==> src/rtl/wb_result_queue.sv <==
// Result FIFO between one execution unit and the WriteBack arbiter.
// Presents the oldest result as a request and retires it on a non-stalled cycle.
module wb_result_queue #(
  parameter int DEPTH  = 4,
  parameter int VREG_W = 5,
  parameter int DATA_W = 64,
  parameter int RID_W  = 5,
  localparam int PTR_W = $clog2(DEPTH),
  localparam int CNT_W = $clog2(DEPTH) + 1
) (
  input  logic              clk,
  input  logic              rst,
  input  logic              flush,
  input  logic              in_valid,
  output logic              in_ready,
  input  logic [VREG_W-1:0] in_vreg,
  input  logic [DATA_W-1:0] in_data,
  input  logic [RID_W-1:0]  in_rid,
  output logic              req,
  output logic [VREG_W-1:0] req_vreg,
  output logic [DATA_W-1:0] req_data,
  output logic [RID_W-1:0]  req_rid,
  input  logic              stall,
  output logic [CNT_W-1:0]  count,
  output logic              overflow_err
);

  localparam int ENT_W = VREG_W + DATA_W + RID_W;

  logic [ENT_W-1:0] mem_q [DEPTH];
  logic [PTR_W-1:0] rd_q, rd_d;
  logic [PTR_W-1:0] wr_q, wr_d;
  logic [CNT_W-1:0] cnt_q, cnt_d;
  logic             ovf_q, ovf_d;

  logic full, empty;
  logic fire_in, fire_out, we;

  assign full     = (cnt_q == CNT_W'(DEPTH));
  assign empty    = (cnt_q == '0);
  assign in_ready = !full;
  assign req      = !empty;
  assign fire_in  = in_valid && in_ready;
  assign fire_out = req && !stall;
  assign we       = fire_in && !flush && !rst;

  assign count        = cnt_q;
  assign overflow_err = ovf_q;

  // Empty queue drives zeros so stale RAM never leaks onto the request bus
  always_comb begin
    req_vreg = '0;
    req_data = '0;
    req_rid  = '0;
    if (!empty) begin
      {req_vreg, req_data, req_rid} = mem_q[rd_q];
    end
  end

  always_comb begin
    rd_d  = rd_q;
    wr_d  = wr_q;
    cnt_d = cnt_q;
    ovf_d = ovf_q | (in_valid && full);
    if (flush) begin
      rd_d  = '0;
      wr_d  = '0;
      cnt_d = '0;
    end else begin
      if (fire_in) begin
        wr_d = wr_q + PTR_W'(1);
      end
      if (fire_out) begin
        rd_d = rd_q + PTR_W'(1);
      end
      cnt_d = cnt_q + CNT_W'(fire_in) - CNT_W'(fire_out);
    end
  end

  always_ff @(posedge clk) begin
    if (rst) begin
      rd_q  <= '0;
      wr_q  <= '0;
      cnt_q <= '0;
      ovf_q <= 1'b0;
    end else begin
      rd_q  <= rd_d;
      wr_q  <= wr_d;
      cnt_q <= cnt_d;
      ovf_q <= ovf_d;
    end
  end

  always_ff @(posedge clk) begin
    if (we) begin
      mem_q[wr_q] <= {in_vreg, in_data, in_rid};
    end
  end

endmodule

==> config.mk <==
export PLATFORM = sky130hd
export DESIGN_NAME = wb_result_queue
export DESIGN_NICKNAME = d
export VERILOG_FILES = /design/src/rtl/wb_result_queue.sv
export SDC_FILE = /design/constraint.sdc
export NUM_CORES = 1
export LEC_CHECK = 0
export ABC_AREA = 1
export CORE_MARGIN = 2
export CORE_UTILIZATION = 30
export CTS_CLUSTER_SIZE = 20
export DETAILED_ROUTE_END_ITERATION = 10
export PLACE_DENSITY_LB_ADDON = 0.05
export SYNTH_ARGS = -nofsm -noshare
export SYNTH_HDL_FRONTEND = slang
export SYNTH_SLANG_ARGS = --single-unit
==> constraint.sdc <==
create_clock -name clk -period 13.5 [get_ports clk]
set_input_delay 4.05 -clock clk [delete_from_list [all_inputs] [get_ports clk]]
set_output_delay 4.05 -clock clk [all_outputs]
set_load 0.05 [all_outputs]
==> flow_metrics.py <==
metrics = {
    "cells_and_area": {
        "final_util_pct": 38.0,
        "area_delta_synth_final_pct": 24.6,
        "final_area_um2": 16400,
        "fin_nets": 1481,
        "diodes": 0,
        "n_fill_cell": 4297,
        "drive_gt1_share_pct": 4.93,
    },
    "synthesis": {
        "syn-cell-area_um2": 13200,
        "ys.flop_type": "edfxtp_1",
        "yosysWarnings": 0,
        "yosysMostFrequentCell": "inv_1",
        "synth.distinct_cells": 16,
        "synth_cells": 1244,
        "netlist.area_leader.share_pct": 67.5,
        "ys_top_cells_by_count": "313 x inv_1, 310 x nand2_1, 296 x edfxtp_1",
        "avgSynthCellArea_um2": 10.6,
        "yosysSeqAreaShare_pct": 69.0,
        "ys_ff_latch": 306,
        "synthTopCellsByArea": "edfxtp_1 68%, inv_1 8.9%, nand2_1 8.8%",
        "async_flop_share_pct": 0,
        "syn_nets": 1329,
        "synth_edf_count": 296,
        "yosysTopAreaCell": "edfxtp_1",
    },
    "worst_setup_path": {
        "cp-end-kind": "output port",
        "worst_ep_arrival_time_ns": 3.99,
        "crit_type": "flop to output port",
        "cp_max_fo": 86,
        "start_kind": "flop",
        "crit_required_ns": 9.45,
    },
    "sta": {
        "maxSlewViolCount": 0,
        "fin_skew_ns": 0.0196,
        "timing.slew.headroom_pct": 29.3,
        "worstMarginPinSlew_ns": 1.06,
        "fin_setup_tns_ns": 0,
        "fmax_mhz": 124,
        "fin_hold_ws_ns": 0.458,
        "hold_viol_final": 0,
        "fin_crit_ns": 8.04,
        "rsz0062_at_grt": "no",
        "finalCritPeriodShare_pct": 59.6,
        "setup_violations": 0,
    },
    "grt": {
        "antenna_found_initial": 1,
        "grt_pass1_vias": 8347,
        "grt_first_pass_wirelength_um": 49700,
        "grt_usage_pct": 14.7,
        "grt_max_degree": 87,
        "grt_overflow_total": 0,
    },
    "drt": {
        "vias": 8413,
        "antenna_left": 0,
        "drt_iter0_drc": 397,
        "finalWirelength_um": 32900,
        "drc": 0,
        "wl_per_cell_um": 16.4,
        "dr.pass1.iters": 4,
        "vias_per_cell": 4.19,
    },
    "worst_hold_path": {
        "hp-class": "flop to flop",
    },
    "place": {
        "place.gp.congestion": 0.680,
        "post_dp_cell_area_um2": 15200,
        "numPortBuffers": 158,
        "dpl.hpwl_um": 17700,
    },
    "clock_tree": {
        "path_clk_slew_ns": 0.05,
        "clock-sinks": 306,
        "cts-buffers-inserted": 38,
        "post_cts_buffers": 0,
        "clockRootBuffer": "clkbuf_16",
        "cts_hold_buf": 0,
        "tritoncts": "yes",
        "ctsResizeCount": 0,
        "clk_latency_ns": 0.54,
        "htreeDepth": 2,
        "cts_buffer_depth": 3,
    },
    "power_and_ir_drop": {
        "switching_power_uw": 528,
        "clockPowerShare_pct": 43.7,
        "p_per_area_nw_per_um2": 138,
        "ir_worst_vdd_mv": 0.0932,
        "combPwrFrac_pct": 9.4,
        "power_leakage_nw": 6.75,
        "p_int_mw": 1.73,
        "totalPowerFinal_mw": 2.26,
        "switching_share_pct": 23.4,
        "pwr-share-seq_pct": 46.9,
    },
    "floorplan": {
        "die_y_um": 213,
        "ios": 159,
        "core_area_um2": 43200,
        "die_x_um": 213,
        "die_area_um2": 45600,
        "rows": 76,
        "start_util_pct": 30.5,
    },
    "status": {
        "status": "finished, final reports clean",
    },
    "flow_run": {
        "cap_violations": 0,
    },
}
==> cell type report <==
type                       instances  area, um^2  share of cell area, %
sequential                       306        9100                   55.4
multi-input combinational        566        2520                   15.4
timing repair buffer             169        1660                   10.1
inverter                         315        1180                   7.22
clock buffer                      53        1070                   6.53
tap                              585         732                   4.46
clock inverter                    12         134                  0.816
==> kinds of logic (layout without fill, tap and decap cells) <==
| kind of cell | count (synthesis) | in the layout | synth area share (%) |
|---|---|---|---|
| and+or+nand+nor | 480 | 480 | 15.3 |
| DFF | 306 | 306 | 69.0 |
| adders and majority gates | 6 | 6 | 0.627 |
| AOI/OAI and AO/OA | 80 | 80 | 3.04 |
| buffers and inverters | 372 | 549 | 12.0 |
==> power groups by stage <==
stage / sequential (mW) / combinational, mW / clock [mW]
finish: 1.06 / 0.213 / 0.986
global route: 1.06 / 0.228 / 1.05
CTS: 1.06 / 0.217 / 1.02
detailed placement: 1.08 / 0.216 / 0
global placement: 1.08 / 0.216 / 0
floorplan: 1.08 / 0.125 / 0
==> worst max-delay path, cell delays in order (launching register included) <==
cell and delay (ns):
dfxtp_4 0.88, inv_4 0.48, buf_4 0.57, nand2_1 0.16, nand3_1 0.08, a21oi_1 0.30, clkdlybuf4s50_1 0.87
==> cell usage in the layout (no fill, tap or decap), drive strengths merged <==
master and count:
dfxtp 10, nand3 154, nand2 311, bufinv 3, ha 5, clkinv 7, clkdlybuf4s50 158, buf 11
fa 1, edfxtp 296, nor2 15, clkinvlp 2, inv 315, clkbuf 53, a21oi 80
==> worst paths after layout <==
path	startpoint	slack (ns)	depth (start not counted)	end
hold reg to reg	overflow_err	0.46	2	overflow_err
setup reg to reg	count[1]	10.47	7	mem_q[3][39]
setup / recovery	flop	5.46	6	req_data[47]
hold / removal	overflow_err	0.46	2	overflow_err
==> routing by layer <==
layer / track usage (%) / vias to the layer above / routed length [um]
met5: 0 / - / 9
met4: 4.69 / 2 / 664
met3: 3.22 / 50 / 1550
met1: 19.1 / 3977 / 15100
li1: - / 4239 / -
met2: 24.3 / 145 / 15600
==> registers in the layout (all words and copies together) (netlist names), named ones only <==
register / flops
mem_q: 296
wr_q: 2
overflow_err: 1
count: 3
rd_q: 2
==> through the flow <==
stage	instances	setup slack, ns
finish	2006	5.46
detailed placement	1941	5.92
global placement	1941	5.92
CTS	2006	5.32
global route	2006	5.19
floorplan	1244	5.41
(Power assumes the default switching activity.)
